--- src/rtl/serdes_tx.sv ---
// Serializing transmitter: frames 8-bit words behind a sync word and emits an NRZ
// stream at BIT_DIV clocks per bit; a toggling idle pattern keeps the far-end CDR locked.
module serdes_tx #(
    parameter int          BIT_DIV   = 4,
    parameter logic [7:0]  SYNC_WORD = 8'hD5
) (
    input  logic       clk,
    input  logic       rst,
    input  logic [7:0] tx_data,
    input  logic       tx_valid,
    output logic       tx_ready,
    output logic       serial_out,
    output logic       frame_active,
    output logic       word_done
);
    localparam int             TW     = $clog2(BIT_DIV);
    localparam logic [TW-1:0]  T_LAST = TW'(BIT_DIV - 1);

    typedef enum logic [1:0] {IDLE, SYNC, DATA} state_t;

    state_t        state;
    logic [TW-1:0] bit_tmr;
    logic [3:0]    frame_cnt;
    logic [7:0]    hold_data;
    logic          hold_full;
    logic [7:0]    shifter;
    logic          parity;
    logic          boundary;
    logic [2:0]    sync_idx;

    assign boundary = (bit_tmr == T_LAST);
    assign sync_idx = frame_cnt[2:0] + 3'd1;
    assign tx_ready = !hold_full;

    always_ff @(posedge clk or negedge rst) begin
        if (!rst) begin
            state        <= IDLE;
            bit_tmr      <= '0;
            frame_cnt    <= '0;
            hold_data    <= '0;
            hold_full    <= 1'b0;
            shifter      <= '0;
            parity       <= 1'b0;
            serial_out   <= 1'b0;
            frame_active <= 1'b0;
            word_done    <= 1'b0;
        end else begin
            word_done <= 1'b0;
            bit_tmr   <= boundary ? '0 : bit_tmr + TW'(1);

            // Accept only when empty; the load below only fires when full, so they never collide.
            if (tx_valid && !hold_full) begin
                hold_full <= 1'b1;
                hold_data <= tx_data;
            end

            if (boundary) begin
                case (state)
                    IDLE: begin
                        if (hold_full) begin
                            state        <= SYNC;
                            frame_cnt    <= '0;
                            frame_active <= 1'b1;
                            serial_out   <= SYNC_WORD[0];
                        end else begin
                            serial_out <= ~serial_out;
                        end
                    end
                    SYNC: begin
                        if (frame_cnt == 4'd7) begin
                            state      <= DATA;
                            frame_cnt  <= '0;
                            shifter    <= hold_data;
                            parity     <= ^hold_data;
                            hold_full  <= 1'b0;
                            serial_out <= 1'b1;
                        end else begin
                            frame_cnt  <= frame_cnt + 4'd1;
                            serial_out <= SYNC_WORD[sync_idx];
                        end
                    end
                    DATA: begin
                        // frame_cnt is the bit currently on the wire: 0 start, 1..8 data, 9 parity
                        if (frame_cnt == 4'd9) begin
                            word_done <= 1'b1;
                            frame_cnt <= '0;
                            if (hold_full) begin
                                shifter    <= hold_data;
                                parity     <= ^hold_data;
                                hold_full  <= 1'b0;
                                serial_out <= 1'b1;
                            end else begin
                                state        <= IDLE;
                                frame_active <= 1'b0;
                                serial_out   <= ~parity;
                            end
                        end else if (frame_cnt == 4'd8) begin
                            serial_out <= parity;
                            frame_cnt  <= frame_cnt + 4'd1;
                        end else begin
                            serial_out <= shifter[0];
                            shifter    <= {1'b0, shifter[7:1]};
                            frame_cnt  <= frame_cnt + 4'd1;
                        end
                    end
                    default: state <= IDLE;
                endcase
            end
        end
    end
endmodule

--- config.mk ---
export PLATFORM = sky130hd
export DESIGN_NAME = serdes_tx
export DESIGN_NICKNAME = d
export VERILOG_FILES = /design/src/rtl/serdes_tx.sv
export SDC_FILE = /design/constraint.sdc
export NUM_CORES = 1
export LEC_CHECK = 0
export BUFFER_PORTS_ARGS = -buffer_cell sky130_fd_sc_hd__buf_2
export CORE_MARGIN = 2
export CORE_UTILIZATION = 52
export DETAILED_ROUTE_END_ITERATION = 6
export PLACE_DENSITY = 0.77
export RECOVER_POWER = 25
export SLEW_MARGIN = 30
export SYNTH_ARGS = -nofsm -noshare
export SYNTH_HDL_FRONTEND = slang
export SYNTH_SLANG_ARGS = --single-unit
--- constraint.sdc ---
create_clock -name clk -period 1.89 [get_ports clk]
set_input_delay 0.378 -clock clk [delete_from_list [all_inputs] [get_ports clk]]
set_output_delay 0.378 -clock clk [all_outputs]
set_load 0.05 [all_outputs]
# --- After elaboration in Yosys (flattened, before gate mapping) ---
# Memory sizes are Yosys's and may differ from the RTL's.
# Cells that the tools add are included.
# Widths: inputs -> output; s select.
totals:
  memories: 1
  romBits: 8
  ff_bits: 29
mem_list:
  columns: ["name", "depth", "word_bits", "rd", "rd_clocked_by_memory_dff", "write_ports", "line", "text"]
  rows:
  - ["(no name shown)", 8, 1, 1, 0, 0, "79", "serial_out <= SYNC_WORD[sync_idx];"]
classes:
  n_addsub: 3
  n_bitwise: 2
  n_lt_le_gt_ge: 1
  mux: 39
  eq_ne: 13
  n_reduce_logical: 13
op_table:
  columns: ["cell", "n"]
  rows:
  - ["$mux 8", 4]
  - ["$mux 1", 20]
  - ["$reduce_and 5->1", 4]
  - ["$pmux 8 s2", 1]
  - ["$mux 4", 3]
  - ["$pmux 4 s3", 1]
  - ["$mux 2", 5]
  - ["$ne 2x2->1 const B", 5]
  - ["$eq 4x4->1 const B", 2]
  - ["$reduce_xor 8->1", 1]
  - ["$ne 3x3->1 const B", 2]
  - ["$pmux 1 s2", 3]
  - ["$pmux 2 s3", 1]
  - ["$add 4x1->4 const B", 1]
  - ["$eq 2x2->1 const B", 2]
  - ["$eq 4x3->1 const B", 1]
  - ["$lt 3x4->1 const B", 1]
  - ["$reduce_bool 2->1", 2]
  - ["$add 3x1->3 const B", 1]
  - ["$pmux 1 s3", 1]
  - ["$reduce_and 3->1", 1]
  - ["$reduce_bool 3->1", 1]
  - ["$add 2x1->2 const B", 1]
  - ["$eq 2x1->1 const B", 1]
  - ["5 further kinds", 6]

# --- Depth between registers and ports, before layout ---
# Gate-level depths: netlist of the first run.
logic_depth:
  word_depth: 7
  ltp_mapped: 7

# --- Worst setup path before layout of the first run ---
# Ideal clock, no wire load.
synth_path:
  path_kind: "register to register"
  start: "reg state[0]"
  end: "reg shifter[0]"
  arrival_time_ns: 1.628
  stages_incl_launch_ff: 8
  t_required_ns: 1.765
  setup_time_ns: 0.125
  path_slack_ns: 0.137
  cell_sequence: "dfrtp_1 > inv_1 > ha_1 > buf_2 > nor2b_1 > o21ai_2 > a31oi_4 > mux2_2"
synth_via:
  elab_chain_cells: 3
synth_rtl:
  columns: ["element", "line", "text"]
  rows:
  - ["start, declared", "21", "state_t state;"]
  - ["start signal, assigned", "37", "state <= IDLE;"]
  - ["start signal, assigned", "61", "state <= SYNC;"]
  - ["start signal, assigned", "71", "state <= DATA;"]
  - ["$eq 2x2->1 or $eq 2x1->1 (tied branches)", "58", "case (state)"]
  - ["$ne 3x3->1 (no source line) (tied with other cells)", null, null]
  - ["$reduce_and 5->1 (no source line)", null, null]
  - ["end signal, assigned", "73", "shifter <= hold_data;"]
  - ["end signal, assigned", "88", "shifter <= hold_data;"]
  - ["end signal, assigned", "102", "shifter <= {1'b0, shifter[7:1]};"]
  - ["end, declared", "26", "logic [7:0] shifter;"]
# Parallel ways exist; a longest one is shown, timed or not.
# A chain may end at the register's enable or synchronous reset.

# --- Final worst setup path of the first run ---
layout_path:
  start: "reg frame_cnt[0]"
  end: "reg shifter[1]"
layout_via:
  elab_chain_cells: 3
layout_rtl:
  columns: ["element", "line", "text"]
  rows:
  - ["start, declared", "23", "logic [3:0] frame_cnt;"]
  - ["start signal, assigned", "78", "frame_cnt <= frame_cnt + 4'd1;"]
  - ["start signal, assigned", "99", "frame_cnt <= frame_cnt + 4'd1;"]
  - ["start signal, assigned", "103", "frame_cnt <= frame_cnt + 4'd1;"]
  - ["$eq 4x4->1 (tied with other cells)", "84", "if (frame_cnt == 4'd9) begin"]
  - ["$ne 3x3->1 (no source line) (tied with other cells)", null, null]
  - ["$reduce_and 5->1 (no source line) or $pmux 8 s2 (tied branches)", null, null]
# Parallel ways exist; a longest one is shown, timed or not.

==> results of run 1 <==
==> final timing paths <==
check                              from      endpoint  slack, ns
max                        frame_cnt[0]    shifter[1]       0.06
min                            tx_valid     hold_full       0.25
max reg2reg                frame_cnt[0]    shifter[1]       0.06
min reg2reg                  bit_tmr[0]    bit_tmr[0]       0.43
max in group asynchronous           rst  frame_cnt[0]       0.46
min in group asynchronous           rst  frame_active       0.41
==> report_power, final <==
group          switching (mW)  internal [mW]  total, mW
Sequential              0.205          0.858       1.06
Clock                   0.228          0.314      0.542
Combinational           0.604          0.676       1.28
Total                    1.04           1.85       2.88
==> cells in the mapped netlist, types with 3 or more instances <==
cell,number
sky130_fd_sc_hd__and3_1,3
sky130_fd_sc_hd__nor2b_1,4
sky130_fd_sc_hd__a21oi_1,4
sky130_fd_sc_hd__mux2_2,24
sky130_fd_sc_hd__nor2_1,4
sky130_fd_sc_hd__nand3_1,3
sky130_fd_sc_hd__nand2_1,4
sky130_fd_sc_hd__xnor2_1,6
sky130_fd_sc_hd__o21ai_0,5
sky130_fd_sc_hd__dfrtp_1,29
sky130_fd_sc_hd__inv_1,6
sky130_fd_sc_hd__ha_1,8
sky130_fd_sc_hd__buf_2,3
==> critical path, stage by stage, from the launching register on <==
cell and delay (ns):
sky130_fd_sc_hd__dfrtp_2 0.44, sky130_fd_sc_hd__inv_1 0.09, sky130_fd_sc_hd__ha_2 0.22, sky130_fd_sc_hd__mux2_4 0.29, sky130_fd_sc_hd__a31oi_4 0.32, sky130_fd_sc_hd__mux2_2 0.37
==> area by class of cell <==
cell class / instances / area, µm²
clock buffers: 6 / 51.30
clock inverters: 2 / 37.54
repair buffers: 22 / 128.9
inverters: 7 / 26.28
flip-flops and latches: 29 / 726.9
multi-input cells: 99 / 869.6
well taps: 44 / 55.05
fillers: 260 / 1132
==> per-layer routing <==
layer  part of all wire (%)  GRT usage [%]  vias to the layer above
li1                       -              -                      551
met1                     46          26.33                      556
met2                     47          31.83                       32
met3                    5.3          8.009                        6
met4                    2.0          8.889                        0
met5                      0              0                        -
==> stage by stage <==
stage	total power [mW]	setup TNS (ns)	cell area [µm²]	instances	setup slack, ns
floorplan	2.035	0	1637	141	0.1369
global placement	2.271	0	1779	200	0.07641
detailed placement	2.323	-0.07406	1779	200	-0.01516
CTS	2.870	0	1868	208	0.02409
global route	3.105	-0.1792	1896	209	-0.03589
finish	2.885	0	1896	209	0.05678
==> registers in the layout, indices dropped and copies added (netlist names) <==
register,count
bit_tmr,2
serial_out,1
hold_data,8
frame_cnt,4
parity,1
word_done,1
frame_active,1
state,2
shifter,8
hold_full,1
==> logic make-up (layout without fill, tap and decap cells) <==
family	Yosys count	in the layout	share of synthesized area [%]
fa+ha+maj	8	8	6.116
xor+xnor	7	7	3.746
simple gates	32	32	11.77
compound gates	26	26	12.23
mux	26	26	18.04
buf+inv	13	37	3.745
flops	29	29	44.34
==> repair_timing <==
item | CTS | global route
gates resized for setup | 0 | 5
pin swaps | 1 | 1
buffers inserted | 0 | 1
setup endpoints to repair | 7 | 9
==> out/results.tsv, run 1 <==
metric	value	unit
outcome	finished with violations	
failed_checks	capacitance limit, slew limit	
most_common_library_cell_in_the_layout_ignoring_fill_and_taps	sky130_fd_sc_hd__dfrtp_1	
synth.ff_latch_count	29	
tightest_slew	1.558	ns
pin_count	15	
final_setup_violation_count	0	
timing.max_cap.violations	1	
cts_buffers	5	
antennaDiodeCount	0	
critPathKind	flop to flop	
cts_root_buf	sky130_fd_sc_hd__clkbuf_4	
relSlewSlack	-3.875	%
hold_slack	0.2480	ns
worstSetupStartpointType	flop	
firstDrtPassIters	4	
via_count_of_the_first_global_routing_pass	1136	
final_hold_viol_count	0	
dieArea	3612	µm²
fin_nets	183	
worstSkewPairLatency	0.34	ns
p_per_area	1522	nW/µm²
share_of_post_route_cells_with_drive_strength_above_1	38.18	%
detailroute.via_count	1145	
timing.critical_path.arrival	2.06	ns
clock_sink_count	29	
ys_warn_count	0	
cts.path.max_buffers	2	
post-route-drc-count	0	
power.ir.vdd_worst	0.8853	mV
place_hpwl	2.196	mm
clock-skew-final	0.01102	ns
fin_crit	1.833	ns
htreeDepth	2	
p_leak	0.8338	nW
syn_avg_cell_area	11.61	µm²
timing.hold.worst_path_depth	2	
synth-seq-area-share	44.34	%
worst_setup_path_end_kind	flop	
drt_wl_total	3.061	mm
path_max_fanout	8	
holdCritPathClass	input port to flop	
synth_top_cell_area_share	44.34	%
synth_largest_area_cell	sky130_fd_sc_hd__dfrtp_1	
ys.flop_type	sky130_fd_sc_hd__dfrtp_1	
grtUsageTotal	20.88	%
syn_nets	160	
timing.final.crit_share	97.00	%
global_route_wire_length_before_repair	5.319	mm
hold_buffers	0	
rows	20	
antenna_violations_before_repair	0	
clk_pin_slew	0.10	ns
reg2reg_depth	5	
synth_cells	141	
fmax_achieved	545.5	MHz
number_of_slew_limit_violations_in_the_final_report	30	
post_layout_util	62.60	%
core	3028	µm²
port_buffers	14	
grt_max_degree	30	
wl_per_cell	14.65	µm
floorplan.die.height	60.10	µm
cts_tree	yes	
dieWidth	60.10	µm
globalRouteOverflowTotal	0	
postRouteAntennaNets	0	
post_drt_via_cell_ratio	5.478	
start_util	54.05	%
gp_congestion	0.8464	
synth.distinct_cells	45	
post_synth_main_area_contributors	sky130_fd_sc_hd__dfrtp_1, sky130_fd_sc_hd__mux2_2, sky130_fd_sc_hd__ha_1	
syn_to_final_growth	15.83	%
synth_edf_count	0	
synth_area	1637	µm²
critical_path_required	2.11	ns
drt_iter0_drc	43	
ys_async_sr_fraction	100.0	%
rsz0062_at_grt	yes	
commonest_non_fill_non_tap_cells_in_the_layout	sky130_fd_sc_hd__dfrtp_1, sky130_fd_sc_hd__mux2_2, sky130_fd_sc_hd__buf_2, sky130_fd_sc_hd__buf_4	
Power figures use the tool's default switching activity.
==> inputs of run 2 (changes only) <==
--- a/config.mk
+++ b/config.mk
@@ -5,7 +5,7 @@
 export SDC_FILE = /design/constraint.sdc
 export NUM_CORES = 1
 export LEC_CHECK = 0
-export BUFFER_PORTS_ARGS = -buffer_cell sky130_fd_sc_hd__buf_2
+export BUFFER_PORTS_ARGS = -buffer_cell sky130_fd_sc_hd__buf_4
 export CORE_MARGIN = 2
 export CORE_UTILIZATION = 52
 export DETAILED_ROUTE_END_ITERATION = 6
==> run 2 against run 1 <==
The flow now finishes without violations. Die area is the same. Non-clock buffer count did not move. Largest cell class unchanged. Total power down 0.98%. Clock power fell by 11%. Combinational power hardly changed. Clock skew shrank 0.0022 ns. Flip-flop and latch count unchanged.
==> out/results.tsv, run 2 (synthesis results as in run 1) <==
metric	value	unit
outcome	finished clean	
worst_setup_path_end_kind	flop	
grt_max_degree	30	
relSlewSlack	51.27	%
timing.final.crit_share	99.44	%
number_of_slew_limit_violations_in_the_final_report	0	
reg2reg_depth	5	
gr-max-usage-layer	met2	
grtUsageTotal	20.80	%
fill_cells	243	
pwr-share-seq	37.2	%
tightest_slew	0.7310	ns
grt_util_met2	33.07	%
firstDrtPassIters	4	
cts_root_buf	sky130_fd_sc_hd__clkbuf_4	
place_hpwl	2.254	mm
floorplan.die.height	60.10	µm
finalInstanceArea	1918	µm²
antenna_violations_before_repair	0	
fin_nets	183	
detailroute.via_count	1147	
path_cells	inv_1 > ha_4 > mux2_4 > a31oi_4 > mux2_2	
holdCritPathClass	input port to flop	
most_common_library_cell_in_the_layout_ignoring_fill_and_taps	sky130_fd_sc_hd__dfrtp_1	
min_to	hold_full	
core	3028	µm²
cts_buffers	5	
buffers_inserted_by_post_cts_timing_repair	0	
power_switching	1.037	mW
global_route_wire_length_before_repair	5.409	mm
post_drt_via_cell_ratio	5.514	
drt_iter0_drc	54	
rsz0062_at_grt	yes	
globalRouteOverflowTotal	0	
wl_per_cell	15.20	µm
fmax_achieved	532.1	MHz
power.share.switching	36.29	%
reg.largest.list	hold_data: 8 flops, shifter: 8 flops, frame_cnt: 4 flops	
worstSetupStartpointType	flop	
path_max_fanout	8	
final_hold_viol_count	0	
worst_r2r_endpoint	shifter[2]	
worst-r2r-setup-slack	0.01	ns
via_count_of_the_first_global_routing_pass	1183	
timing.max_cap.violations	0	
clock_sink_count	29	
critical_path_required	2.11	ns
dieArea	3612	µm²
cts_tree	yes	
timing.critical_path.arrival	2.10	ns
antennaDiodeCount	0	
grt_util_met3	6.061	%
critical-path-top-delay-family	multiplexers	
cts.path.max_buffers	2	
drt_wl_total	3.162	mm
worst_r2r_startpoint	frame_cnt[1]	
critPathMaxStageDelay	0.42	ns
commonest_non_fill_non_tap_cells_in_the_layout	sky130_fd_sc_hd__dfrtp_1, sky130_fd_sc_hd__mux2_2, sky130_fd_sc_hd__buf_4, sky130_fd_sc_hd__inv_1, sky130_fd_sc_hd__xnor2_1	
fin_total_pwr	2.857	mW
grt.met1_usage	25.14	%
power.ir.vdd_worst	0.8630	mV
final_setup_violation_count	0	
postRouteAntennaNets	0	
cp.buffers_inverters	1	
critPathKind	flop to flop	
p_leak	0.8407	nW
rows	20	
syn_to_final_growth	17.20	%
min-delay-start	tx_valid	
port_buffers	14	
worstSkewPairLatency	0.33	ns
gp_congestion	0.9032	
dieWidth	60.10	µm
fin_crit	1.879	ns
timing.hold.worst_path_depth	2	
pwr-share-clk	16.9	%
share_of_post_route_cells_with_drive_strength_above_1	38.41	%
p_per_area	1489	nW/µm²
pin_count	15	
pwr-share-comb	45.9	%
start_util	54.05	%
post-route-drc-count	0	
clock-skew-final	0.008811	ns
htreeDepth	2	
p_int	1.820	mW
dp_area	1814	µm²
timing.critical_path.slowest_stage_cell	sky130_fd_sc_hd__dfrtp_1	
clk_pin_slew	0.09	ns
==> run 2: cell types whose count changed in the layout (fill, tap and decap cells not counted), sizes merged <==
cell / previous run / this run
buf: 21 / 20
clkbuf: 7 / 6
clkinv: 0 / 1
clkinvlp: 1 / 0
dlygate4sd3: 0 / 1
==> run 2: power groups by stage <==
stage                     Clock (mW)  Combinational, mW  Sequential, mW
final                          0.483               1.31            1.06
after global routing           0.519               1.44            1.10
after CTS                      0.498               1.29            1.06
after detailed placement           0               1.28            1.07
after global placement             0               1.24            1.05
after floorplan                    0              0.958            1.08
==> run 2: cell type report <==
type | count | area [µm²] | area share (%)
well taps | 44 | 55.05 | 2.870
repair buffers | 22 | 165.2 | 8.611
multi-input cells | 99 | 872.1 | 45.47
flip-flops and latches | 29 | 726.9 | 37.90
inverters | 7 | 26.28 | 1.370
clock buffers | 5 | 37.54 | 1.957
clock inverters | 2 | 35.03 | 1.826
==> run 2: per-stage QoR <==
stage,setup slack (ns),TNS (ns),hold WS (ns),std cells,utilization (%)
finish,0.01056,0,0.2644,208,63.35
floorplan,0.1369,0,0.08241,141,-
CTS,0.02472,0,0.2527,208,62.64
global placement,0.06734,0,0.3174,200,59.92
detailed placement,-0.01478,-0.03266,0.3286,200,59.92
global route,-0.06107,-0.3532,0.2553,208,63.35
==> run 2: repair_timing <==
item | 4_1_cts | 5_1_grt
pin swaps | 1 | 1
resized for setup | 0 | 6
endpoints found under the setup margin | 7 | 8
hold buffers | 1 | 0
endpoints found under the hold margin | 29 | 0
==> run 2: worst max-delay path by stage <==
stage               cells past startpoint  slack [ns]         end         start
floorplan                               7        0.14  shifter[0]      state[0]
global placement                        5        0.07  shifter[1]  frame_cnt[0]
detailed placement                      5       -0.01  shifter[2]  frame_cnt[0]
CTS                                     5        0.02  shifter[2]  frame_cnt[0]
global route                            5       -0.06  shifter[2]  frame_cnt[0]
finish                                  5        0.01  shifter[2]  frame_cnt[1]
==> run 2: layer usage <==
metal  vias to the layer above  part of all wire, %
met5                         -                    0
met4                         0                  2.2
met3                         7                  4.0
met2                        30                   47
met1                       560                   47
li1                        550                    -
==> inputs of run 3 (changes only) <==
--- a/config.mk
+++ b/config.mk
@@ -7,9 +7,9 @@
 export LEC_CHECK = 0
 export BUFFER_PORTS_ARGS = -buffer_cell sky130_fd_sc_hd__buf_4
 export CORE_MARGIN = 2
-export CORE_UTILIZATION = 52
+export CORE_UTILIZATION = 58
 export DETAILED_ROUTE_END_ITERATION = 6
-export PLACE_DENSITY = 0.77
+export PLACE_DENSITY = 0.81
 export RECOVER_POWER = 25
 export SLEW_MARGIN = 30
 export SYNTH_ARGS = -nofsm -noshare
==> constraint.sdc (replaced) <==
create_clock -name clk -period 2 [get_ports clk]
set_input_delay 0.4 -clock clk [delete_from_list [all_inputs] [get_ports clk]]
set_output_delay 0.4 -clock clk [all_outputs]
set_load 0.05 [all_outputs]
==> run 3 against run 2 <==
Worst hold slack improved by 0.016 ns. Maximum frequency fell by 0.57%. Highest routed layer unchanged. Setup slack improved by 0.099 ns. Critical path depth did not move. Routed wire length fell by 7.9%. Sequential power fell by 6%. Critical path type unchanged. Cell count fell by 7.2%. Design area fell by 3.3%.
==> out/results.tsv, run 3 (synthesis results as in run 1) <==
metric	value	unit
cts_root_buf	sky130_fd_sc_hd__clkbuf_4	
floorplan.die.height	57.12	µm
relSlewSlack	52.94	%
pin_count	15	
global_route_wire_length_before_repair	5.402	mm
drt_wl_total	2.913	mm
fin_nets	180	
fin_crit	1.890	ns
path_max_fanout	8	
htreeDepth	2	
worstSkewPairLatency	0.32	ns
buffers_inserted_by_post_cts_timing_repair	0	
timing.critical_path.arrival	2.11	ns
cts.path.max_buffers	2	
final_setup_violation_count	0	
post_layout_util	68.47	%
rsz0062_at_grt	no	
fill_cells	205	
worstSetupStartpointType	flop	
syn_to_final_growth	13.38	%
critical_path_required	2.22	ns
clk_pin_slew	0.09	ns
gp_congestion	0.8507	
worst_setup_path_end_kind	flop	
fin_total_pwr	2.584	mW
power.ir.vdd_worst	1.134	mV
wl_per_cell	15.09	µm
number_of_slew_limit_violations_in_the_final_report	0	
p_per_area	1392	nW/µm²
timing.hold.worst_path_depth	2	
start_util	60.39	%
timing.final.crit_share	94.51	%
most_common_library_cell_in_the_layout_ignoring_fill_and_taps	sky130_fd_sc_hd__dfrtp_1	
place_hpwl	2.149	mm
rows	19	
reg2reg_depth	5	
core	2710	µm²
final_hold_viol_count	0	
antennaDiodeCount	0	
grt_max_degree	30	
drt_iter0_drc	46	
clock_sink_count	29	
p_leak	0.8246	nW
critPathKind	flop to flop	
port_buffers	14	
reg.largest.list	hold_data: 8 flops, shifter: 8 flops, frame_cnt: 4 flops	
antenna_violations_before_repair	0	
commonest_non_fill_non_tap_cells_in_the_layout	sky130_fd_sc_hd__dfrtp_1, sky130_fd_sc_hd__mux2_2, sky130_fd_sc_hd__buf_4, sky130_fd_sc_hd__ha_1	
dieWidth	57.12	µm
tightest_slew	0.7059	ns
post-route-drc-count	0	
dieArea	3263	µm²
holdCritPathClass	input port to flop	
via_count_of_the_first_global_routing_pass	1173	
detailroute.via_count	1133	
cts_tree	yes	
postRouteAntennaNets	0	
fin_setup_tns	0	ns
cts_buffers	5	
globalRouteOverflowTotal	0	
outcome	finished clean	
grtUsageTotal	21.72	%
firstDrtPassIters	4	
timing.max_cap.violations	0	
fmax_achieved	529.0	MHz
share_of_post_route_cells_with_drive_strength_above_1	35.19	%
post_drt_via_cell_ratio	5.870	
clock-skew-final	0.003180	ns
[run 3: path summary, 6_finish.rpt]
check	startpoint	to	slack (ns)
max	frame_cnt[0]	shifter[2]	0.11
min	tx_valid	hold_full	0.28
max reg2reg	frame_cnt[0]	shifter[2]	0.11
min reg2reg	bit_tmr[0]	bit_tmr[0]	0.43
max in group asynchronous	rst	frame_cnt[2]	0.90
min in group asynchronous	rst	hold_data[5]	0.65
[run 3: per-layer routing]
layer  vias to the layer above  routed length [µm]  part of all wire (%)  global-route usage [%]
li1                        550                   -                     -                       -
met1                       556                1347                    46                   29.02
met2                        21                1419                    49                   33.17
met3                         6                 108                   3.7                   4.762
met4                         0                  37                   1.3                   11.63
met5                         -                   0                     0                       0
[run 3: power by group]
| part | internal (mW) | switching [mW] | leakage (nW) |
|---|---|---|---|
| Sequential | 0.810 | 0.188 | 0.356 |
| Combinational | 0.617 | 0.569 | 0.427 |
| Clock | 0.203 | 0.197 | 0.0413 |
| Total | 1.63 | 0.954 | 0.825 |
[run 3: worst max-delay path: stages, from the launching register on]
cell and delay, ns:
sky130_fd_sc_hd__dfrtp_1 0.44, sky130_fd_sc_hd__inv_1 0.10, sky130_fd_sc_hd__ha_1 0.25, sky130_fd_sc_hd__mux2_4 0.29
sky130_fd_sc_hd__a31oi_4 0.32, sky130_fd_sc_hd__mux2_2 0.38
[run 3: cell type report]
| cell class | instances | area (µm²) | area share, % |
|---|---|---|---|
| clock buffer | 7 | 65.06 | 3.506 |
| clock inverter | 1 | 5.005 | 0.2697 |
| inverter | 7 | 26.28 | 1.416 |
| multi-input combinational | 99 | 852.1 | 45.92 |
| sequential | 29 | 725.7 | 39.11 |
| tap | 31 | 38.79 | 2.090 |
| timing repair buffer | 19 | 142.6 | 7.687 |
[run 3: repair_timing]
item | 4_1_cts | 5_1_grt
setup endpoints to repair | 0 | 2
gates resized for setup | 0 | 1
hold buffers | 1 | 0
endpoints found under the hold margin | 29 | 0
[run 3: per-stage QoR]
stage | cell area (µm²) | worst slack [ns] | cells | hold WS, ns
floorplan | 1637 | 0.2469 | 141 | 0.1044
global placement | 1775 | 0.1742 | 184 | 0.3352
CTS | 1856 | 0.1062 | 193 | 0.2735
global route | 1856 | 0.008719 | 193 | 0.2701
detailed placement | 1775 | 0.1181 | 184 | 0.3451
finish | 1856 | 0.1097 | 193 | 0.2803
